File: config.mk
export PLATFORM = sky130hd
export DESIGN_NAME = alu_seq
export DESIGN_NICKNAME = d
export VERILOG_FILES = /design/src/rtl/alu_pkg.sv /design/src/rtl/alu_seq_mul.sv /design/src/rtl/alu_seq.sv
export SDC_FILE = /design/constraint.sdc
export NUM_CORES = 1
export LEC_CHECK = 0
export ABC_AREA = 1
export CORE_MARGIN = 2
export CORE_UTILIZATION = 55
export CTS_CLUSTER_DIAMETER = 50
export DETAILED_ROUTE_END_ITERATION = 10
export HOLD_SLACK_MARGIN = 0.03
export PLACE_DENSITY = 0.9
export SKIP_CTS_REPAIR_TIMING = 1
export SYNTH_ARGS = -nofsm -noshare
export SYNTH_HDL_FRONTEND = slang
export SYNTH_SLANG_ARGS = --single-unit
File: constraint.sdc
create_clock -name clk -period 2.25 [get_ports clk]
set_clock_uncertainty 0.05 [all_clocks]
set_input_delay 0.3375 -clock clk [delete_from_list [all_inputs] [get_ports clk]]
set_output_delay 0.3375 -clock clk [all_outputs]
set_load 0.01 [all_outputs]
File: src/rtl/alu_pkg.sv
// Shared definitions for the sequential ALU: op codes, flag bit positions, FSM states.
package alu_pkg;

   localparam logic [3:0] OP_PASS = 4'd0;
   localparam logic [3:0] OP_ADD  = 4'd1;
   localparam logic [3:0] OP_SUB  = 4'd2;
   localparam logic [3:0] OP_RSUB = 4'd3;
   localparam logic [3:0] OP_NEG  = 4'd4;
   localparam logic [3:0] OP_AND  = 4'd5;
   localparam logic [3:0] OP_OR   = 4'd6;
   localparam logic [3:0] OP_XOR  = 4'd7;
   localparam logic [3:0] OP_SHL  = 4'd8;
   localparam logic [3:0] OP_SHR  = 4'd9;
   localparam logic [3:0] OP_SRA  = 4'd10;
   localparam logic [3:0] OP_ROL  = 4'd11;
   localparam logic [3:0] OP_MUL  = 4'd12;

   localparam int F_N = 3;
   localparam int F_Z = 2;
   localparam int F_C = 1;
   localparam int F_V = 0;

   typedef enum logic {
      IDLE = 1'b0,
      MUL  = 1'b1
   } state_t;

   function automatic logic [3:0] pack_flags(input logic n, input logic z,
                                             input logic c, input logic v);
      logic [3:0] f;
      f      = '0;
      f[F_N] = n;
      f[F_Z] = z;
      f[F_C] = c;
      f[F_V] = v;
      return f;
   endfunction

endpackage

File: src/rtl/alu_seq_mul.sv
// Shift-add multiplier: first partial product is taken on the start edge, so the
// product is ready (done pulses) WIDTH-1 clocks later.
module alu_seq_mul #(
   parameter int WIDTH = 8
) (
   input  logic                 clk,
   input  logic                 rst_n,
   input  logic                 start,
   input  logic [WIDTH-1:0]     a,
   input  logic [WIDTH-1:0]     m,
   output logic                 done,
   output logic [2*WIDTH-1:0]   prod
);
   import alu_pkg::*;

   localparam int CW = $clog2(WIDTH) + 1;

   logic [2*WIDTH-1:0] r_acc;
   logic [2*WIDTH-1:0] r_mcand;
   logic [WIDTH-1:0]   r_mplier;
   logic [CW-1:0]      r_cnt;
   logic               r_busy;
   logic               r_done;

   always_ff @(posedge clk or negedge rst_n) begin
      if (!rst_n) begin
         r_acc    <= '0;
         r_mcand  <= '0;
         r_mplier <= '0;
         r_cnt    <= '0;
         r_busy   <= 1'b0;
         r_done   <= 1'b0;
      end else begin
         r_done <= 1'b0;
         if (start) begin
            r_acc    <= m[0] ? {{WIDTH{1'b0}}, a} : '0;
            r_mcand  <= {{(WIDTH-1){1'b0}}, a, 1'b0};
            r_mplier <= m >> 1;
            r_cnt    <= CW'(WIDTH - 1);
            r_busy   <= 1'b1;
         end else if (r_busy) begin
            if (r_mplier[0]) begin
               r_acc <= r_acc + r_mcand;
            end
            r_mcand  <= r_mcand << 1;
            r_mplier <= r_mplier >> 1;
            r_cnt    <= r_cnt - 1'b1;
            if (r_cnt == CW'(1)) begin
               r_busy <= 1'b0;
               r_done <= 1'b1;
            end
         end
      end
   end

   assign done = r_done;
   assign prod = r_acc;

endmodule

File: src/rtl/alu_seq.sv
// Registered ALU with valid/ready handshakes; single-cycle ops land one clock after
// accept, multiply goes through the shift-add unit with the FSM parked in MUL.
module alu_seq #(
   parameter int WIDTH = 8
) (
   input  logic             clk,
   input  logic             rst_n,
   input  logic             in_valid,
   output logic             in_ready,
   input  logic [WIDTH-1:0] a,
   input  logic [WIDTH-1:0] m,
   input  logic [3:0]       op,
   output logic             out_valid,
   input  logic             out_ready,
   output logic [WIDTH-1:0] x,
   output logic [3:0]       flags
);
   import alu_pkg::*;

   localparam int SHW = $clog2(WIDTH);

   state_t             r_state;
   state_t             w_state_next;
   logic               r_live;
   logic               r_out_valid;
   logic [WIDTH-1:0]   r_x;
   logic [3:0]         r_flags;

   logic               w_in_ready;
   logic               w_accept;
   logic               w_is_mul;
   logic               w_mul_done;
   logic [2*WIDTH-1:0] w_prod;
   logic [SHW-1:0]     w_s;
   logic [WIDTH:0]     w_add;
   logic [WIDTH-1:0]   w_sub;
   logic [WIDTH-1:0]   w_rsub;
   logic [WIDTH:0]     w_shl;
   logic [WIDTH:0]     w_shr;
   logic [WIDTH:0]     w_sra;
   logic [2*WIDTH-1:0] w_rol;
   logic [WIDTH-1:0]   w_res;
   logic               w_c;
   logic               w_v;
   logic [3:0]         w_flags;
   logic [3:0]         w_mul_flags;

   // r_live keeps in_ready low while reset is held and for no longer than one clock after
   assign w_in_ready = r_live && (r_state == IDLE) && (!r_out_valid || out_ready);
   assign w_accept   = in_valid && w_in_ready;
   assign w_is_mul   = (op == OP_MUL);

   assign w_s    = m[SHW-1:0];
   assign w_add  = {1'b0, a} + {1'b0, m};
   assign w_sub  = a - m;
   assign w_rsub = m - a;
   // Shifts carry one guard bit so the last bit shifted out falls into it
   assign w_shl  = {1'b0, a} << w_s;
   assign w_shr  = {a, 1'b0} >> w_s;
   assign w_sra  = $signed({a, 1'b0}) >>> w_s;
   assign w_rol  = {a, a} << w_s;

   always_comb begin
      w_res = a;
      w_c   = 1'b0;
      w_v   = 1'b0;
      case (op)
         OP_PASS: w_res = a;
         OP_ADD: begin
            w_res = w_add[WIDTH-1:0];
            w_c   = w_add[WIDTH];
            w_v   = (a[WIDTH-1] == m[WIDTH-1]) && (w_add[WIDTH-1] != a[WIDTH-1]);
         end
         OP_SUB: begin
            w_res = w_sub;
            w_c   = (a >= m);
            w_v   = (a[WIDTH-1] != m[WIDTH-1]) && (w_sub[WIDTH-1] != a[WIDTH-1]);
         end
         OP_RSUB: begin
            w_res = w_rsub;
            w_c   = (m >= a);
            w_v   = (m[WIDTH-1] != a[WIDTH-1]) && (w_rsub[WIDTH-1] != m[WIDTH-1]);
         end
         OP_NEG:  w_res = -w_add[WIDTH-1:0];
         OP_AND:  w_res = a & m;
         OP_OR:   w_res = a | m;
         OP_XOR:  w_res = a ^ m;
         OP_SHL: begin
            w_res = w_shl[WIDTH-1:0];
            w_c   = w_shl[WIDTH];
         end
         OP_SHR: begin
            w_res = w_shr[WIDTH:1];
            w_c   = w_shr[0];
         end
         OP_SRA: begin
            w_res = w_sra[WIDTH:1];
            w_c   = w_sra[0];
         end
         OP_ROL: begin
            w_res = w_rol[2*WIDTH-1:WIDTH];
            w_c   = (w_s != '0) && w_rol[WIDTH];
         end
         default: w_res = a;
      endcase
   end

   assign w_flags     = pack_flags(w_res[WIDTH-1], (w_res == '0), w_c, w_v);
   assign w_mul_flags = pack_flags(w_prod[WIDTH-1], (w_prod[WIDTH-1:0] == '0),
                                   (w_prod[2*WIDTH-1:WIDTH] != '0), 1'b0);

   alu_seq_mul #(.WIDTH(WIDTH)) u_mul (
      .clk   (clk),
      .rst_n (rst_n),
      .start (w_accept && w_is_mul),
      .a     (a),
      .m     (m),
      .done  (w_mul_done),
      .prod  (w_prod)
   );

   always_comb begin
      w_state_next = r_state;
      case (r_state)
         IDLE:    if (w_accept && w_is_mul) w_state_next = MUL;
         MUL:     if (w_mul_done) w_state_next = IDLE;
         default: w_state_next = IDLE;
      endcase
   end

   always_ff @(posedge clk or negedge rst_n) begin
      if (!rst_n) begin
         r_state     <= IDLE;
         r_live      <= 1'b0;
         r_out_valid <= 1'b0;
         r_x         <= '0;
         r_flags     <= '0;
      end else begin
         r_state <= w_state_next;
         r_live  <= 1'b1;
         if (w_accept && !w_is_mul) begin
            r_out_valid <= 1'b1;
            r_x         <= w_res;
            r_flags     <= w_flags;
         end else if ((r_state == MUL) && w_mul_done) begin
            r_out_valid <= 1'b1;
            r_x         <= w_prod[WIDTH-1:0];
            r_flags     <= w_mul_flags;
         end else if (r_out_valid && out_ready) begin
            r_out_valid <= 1'b0;
         end
      end
   end

   assign in_ready  = w_in_ready;
   assign out_valid = r_out_valid;
   assign x         = r_x;
   assign flags     = r_flags;

endmodule

# == Yosys cells after proc, flatten, opt, wreduce, memory -nomap -nowiden ==
# Cells that the tools add are included.
# classes
add_sub_neg,6
n_mul,0
n_div,0
order_cmp,2
eq_ne,19
shifts,4
muxes,29
bitwise_logic,4
reduce_logical,23
# op_table
cell,n
8-bit case mux with 11 select lines,1
16-bit two-way mux,5
8-bit two-way mux,5
"4-bit equality test, second input constant",5
16-bit adder,1
"4-bit by 3-bit equality test with 1-bit output, second input constant",4
8-bit >= comparator,2
8-bit zero test,2
4-bit two-way mux,4
16-bit by 3-bit left shift with 16-bit output,1
8-bit subtractor,2
1-bit logical AND,11
1-bit two-way mux,11
8-bit by 8-bit adder with 9-bit output,1
8-bit by 3-bit left shift with 9-bit output,1
9-bit by 3-bit right shift with 9-bit output,1
9-bit by 3-bit >>> shifter with 9-bit output,1
8-bit AND,1
"4-bit by 1-bit equality test with 1-bit output, second input constant",2
"4-bit by 2-bit equality test with 1-bit output, second input constant",2
8-bit negator,1
8-bit bitwise OR,1
8-bit nonzero test,1
8-bit XOR,1
12 further kinds,20
# word_totals
ff_bits,61
latchBits,0
ram_bits,0
romBits,0
inputBits,24
output_inout_bits,14
memories,0

# == Logic depth before layout (Yosys ltp) ==
# logic_depth
ltp_word,7
depth_mapped,19
ltp_nobuf,17

# == Hierarchy ==
# Synthesis repeated with hierarchy kept, for this count alone.
# unflattened
cells_unflattened,988
area_unflattened_um2,6055.8
# by_module_without_submodules
module,instances,cells_per_inst,area_per_inst_um2,seq_area_each_um2
alu_seq,1,618,3326.9,350.3
alu_seq_mul,1,370,2728.9,1101.1

# == Worst setup path before layout ==
# OpenSTA, ideal clock, no wires.
# synth_timing
path_type,input -> register
from,input m[1]
to,"register r_flags[2], in the netlist flags[2]"
t_arrival_ns,2.254
t_required_ns,2.123
slack_ns,-0.132
stages,15
n_path_buf,1
path_cell_list,inv_1 buf_2 fa_1 ha_1 nand2_1 nand2_1 a21oi_1 nand2_1 nor2_1 nand3_1 nand2_1 nand2_1 nor2_1 nand4_1 a21oi_1
# synth_via
elab_chain_cells,5
elab_cells_between_ends,14
classes_between,4 x add/sub; 4 x shift; 2 x mux; 3 x bitwise; 1 x reduce/logical
# synth_rtl
element,line,rtl
from (decl),alu_seq.sv:11,"input logic [WIDTH-1:0] m,"
8-bit by 8-bit adder with 9-bit output,alu_seq.sv:54,"assign w_add = {1'b0, a} + {1'b0, m};"
8-bit negator,alu_seq.sv:84,OP_NEG: w_res = -w_add[WIDTH-1:0];
8-bit case mux with 11 select lines *,alu_seq.sv:67,case (op)
8-bit zero test *,alu_seq.sv:108,"assign w_flags = pack_flags(w_res[WIDTH-1], (w_res == '0), w_c, w_v);"
4-bit two-way mux *,alu_seq.sv:141,if (w_accept && !w_is_mul) begin
to (signal assigned),alu_seq.sv:144,r_flags <= w_flags;
to (signal assigned),alu_seq.sv:148,r_flags <= w_mul_flags;
to (decl),alu_seq.sv:27,logic [3:0] r_flags;
# Every way passes the cells marked *; elsewhere a longest branch is shown, timed or not.
# A chain may end at the register's enable or synchronous reset.

# == Final worst setup path ==
# layout_timing
from,input op[1]
to,"register r_flags[2], in the netlist flags[2]"
# layout_via
elab_chain_cells,4
elab_cells_between_ends,18
classes_between,12 x eq/ne; 2 x mux; 4 x reduce/logical
# layout_rtl
element,line,rtl
from (decl),alu_seq.sv:12,"input logic [3:0] op,"
4-bit equality test (tied with other cells),alu_seq.sv:67,
8-bit case mux with 11 select lines or 1-bit zero test (tied branches),"alu_seq.sv:67, alu_seq.sv:141",
8-bit zero test or 1-bit logical AND (tied branches),"alu_seq.sv:108, alu_seq.sv:141",
4-bit two-way mux or 2-bit nonzero test (tied branches),-,
# Several ways; a longest one is shown, not always the timed one.

==> flow_metrics.env <==
export IMPL_max_freq_mhz=420.5
export IMPL_first_pass_iters=6
export IMPL_synth_area_leaders="dfrtp_1 25%, nand2_1 20%, ha_1 10%"
export IMPL_port_buffers=37
export IMPL_synthesis_nets=1007
export IMPL_cts_sinks=58
export IMPL_pre_cts_ws_ns=-0.7366
export IMPL_slew_headroom_pct=51.03
export IMPL_finalNetCount=1193
export IMPL_wl_met3_um=2593
export IMPL_grt_setup_unrepaired="yes"
export IMPL_fin_ws_ns=-0.1280
export IMPL_syn_area_mm2=0.005883
export IMPL_max_slew_worst_pin_slew_ns=0.7346
export IMPL_ys_seq_elements=58
export IMPL_fp_dieH_um=107.4
export IMPL_n_antenna_cell=0
export IMPL_reg2regPathDepth=13
export IMPL_ios=38
export IMPL_setup_viol=5
export IMPL_clk_pin_slew_ns=0.07
export IMPL_grt_antenna_before_repair=0
export IMPL_drtIter0Drc=981
export IMPL_crit_required_ns=2.49
export IMPL_drv_cap=0
export IMPL_grt_pass1_vias=6566
export IMPL_cp_end_kind="flip-flop"
export IMPL_cts_tree="done"
export IMPL_met1Wirelength_um=8778
export IMPL_initial_core_util_pct=56.73
export IMPL_vias=7610
export IMPL_remaining_drc_errors=0
export IMPL_r2r_slack_ns=-0.05
export IMPL_synthCells=930
export IMPL_grt_pass1_wl_um=32370
export IMPL_cts_root_buf="clkbuf_8"
export IMPL_criticalPathCategory="in2reg"
export IMPL_grtUsageTotal_pct=36.19
export IMPL_r2r_start="u_mul.r_mcand[1]$_DFFE_PN0P_"
export IMPL_htreeDepth=3
export IMPL_syn_to_final_growth_pct=39.03
export IMPL_fin_crit_sh_pct=105.7
export IMPL_violations="negative setup slack"
export IMPL_cts_buffers=9
export IMPL_drtAntennaViolNets=0
export IMPL_leakage_nw=4.143
export IMPL_period_minus_slack_ns=2.378
export IMPL_finalPower_mw=6.106
export IMPL_drive_gt1_share_pct=26.58
export IMPL_ys_warnings_count=0
export IMPL_power_density_mw_per_mm2=746.6
export IMPL_status="complete, but fails checks"
export IMPL_avgRoutedWirePerCell_um=18.07
export IMPL_hold_path_class="in2async"
export IMPL_slowest_stage="clkdlybuf4s50_1"
export IMPL_fp_row_count=37
export IMPL_seq_area_frac_synth_pct=24.67
export IMPL_synth_cell_types=45
export IMPL_fp_dieW_um=107.4
export IMPL_grt_max_degree=59
export IMPL_wl_met2_um=10060
export IMPL_post_route_util_pct=78.87
export IMPL_peakVddDrop_mv=0.7954
export IMPL_synth_most_common_cell="nand2_1"
export IMPL_n_fill_cell=700
export IMPL_overflow=0
export IMPL_synth_commonest_cells="310 x nand2_1, 109 x nand3_1, 85 x inv_1"
export IMPL_dieArea_mm2=0.01154
export IMPL_clock_path_buffers=2
export IMPL_hpwl_um=16240
export IMPL_clk_latency_ns=0.36
export IMPL_drt_total_wl_um=22710
export IMPL_max_stage_delay_ns=0.50
export IMPL_top_layer="met4"
export IMPL_via_per_inst=6.054
export IMPL_synth_edf_count=0
export IMPL_worstSetupStartpointType="primary input"
export IMPL_cp_common_cell="nor2_1"
export IMPL_ys_async_sr_fraction_pct=100.0
export IMPL_gp_congestion=1.007
export IMPL_synth_flop_cell="dfrtp_1"
export IMPL_worstPathArrival_ns=2.62
export IMPL_yosysTopAreaCellShare_pct=24.67
export IMPL_r2r_end="u_mul.prod[13]$_DFFE_PN0P_"
export IMPL_maxSlewViolCount=0
export IMPL_finalHoldViolations=0
export IMPL_syn_mean_instance_area_um2=6.326
export IMPL_core_area_mm2=0.01037
export IMPL_worst_path_max_fanout=5
export IMPL_synth_largest_area_cell="dfrtp_1"
export IMPL_path_cells="clkdlybuf4s50_1 > inv_1 > nor2_4 > nand3_1 > nor2_1 > buf_4 > nor2_1 > nand3_1 > nor2_1 > nand3_1 > nand2_1 > nand2_2 > nor2_1 > nand4_1 > a21oi_2"
critical path, delay by kind of cell:
family,cells,cell delay [ns]
buffers and inverters,3,0.84
AOI/OAI and AO/OA,1,0.15
and+or+nand+nor,11,1.29
sequential cells by signal, indices dropped and copies added (netlist names):
signal and count:
flags 3, out_valid 1, r_live 1, r_state 1, u_mul.done 1, u_mul.prod 16
u_mul.r_busy 1, u_mul.r_cnt 4, u_mul.r_mcand 15, u_mul.r_mplier 7, x 8
power by group:
part	switching, mW	total [mW]	leakage, nW	internal, mW
clock network	0.468	0.974	0.0873	0.506
logic	1.82	3.26	3.31	1.44
registers	0.410	1.87	0.748	1.46
cells by family (layout without fill, tap and decap cells):
family	count (synthesis)	after routing	synth area share (%)
buf+inv	119	310	8.337
other cells	1	1	0.06374
fa+ha+maj	53	53	11.78
xor+xnor	10	10	1.489
flops	58	58	24.67
simple gates	541	541	38.79
compound gates	148	148	14.87
layout by cell type, fill, tap and decap left out, types with 14 or more instances in the layout:
master and count:
dfrtp_1 58, nand2_2 26, inv_1 68, nand3_1 106, ha_1 36, a21oi_1 43, o211ai_1 15, nor2_2 14
nand2_1 287, inv_2 17, buf_4 158, o21ai_0 31, nor2_1 69, clkdlybuf4s50_1 22
routing by layer:
layer / up-vias / track usage, %
li1: 3467 / -
met3: 138 / 6.961
met5: - / 0
met4: 0 / 12.00
met2: 531 / 56.24
met1: 3474 / 50.65
per-stage QoR:
stage | instance area (µm²) | setup TNS [ns] | std cells | hold WS, ns
floorplan | 5897 | -0.001106 | 930 | -0.008091
global placement | 7438 | -6.242 | 1227 | 0.4222
detailed placement | 7438 | -7.304 | 1227 | 0.4412
CTS | 7632 | -2.664 | 1243 | 0.09309
global route | 8179 | -0.6336 | 1257 | 0.1320
finish | 8179 | -0.2602 | 1257 | 0.06271
cell type report:
class / count / area [µm²] / area share, %
Multi-Input combinational cell: 753 / 4312 / 52.72
Timing Repair Buffer: 202 / 1684 / 20.59
Sequential cell: 58 / 1451 / 17.75
Inverter: 92 / 367.9 / 4.497
Tap cell: 136 / 170.2 / 2.080
Clock buffer: 9 / 123.9 / 1.514
Clock inverter: 7 / 70.07 / 0.8567
how the worst max path moves through the flow:
stage,from,endpoint,slack [ns]
global route,op[1],flags[2]$_DFFE_PN0P_,-0.19
finish,op[1],flags[2]$_DFFE_PN0P_,-0.13
CTS,m[1],flags[2]$_DFFE_PN0P_,-0.39
detailed placement,a[0],flags[2]$_DFFE_PN0P_,-0.74
global placement,m[1],flags[2]$_DFFE_PN0P_,-0.66
floorplan,m[1],flags[2]$_DFFE_PN0P_,-0.001
Note: power is estimated with default switching activity, not from simulation.
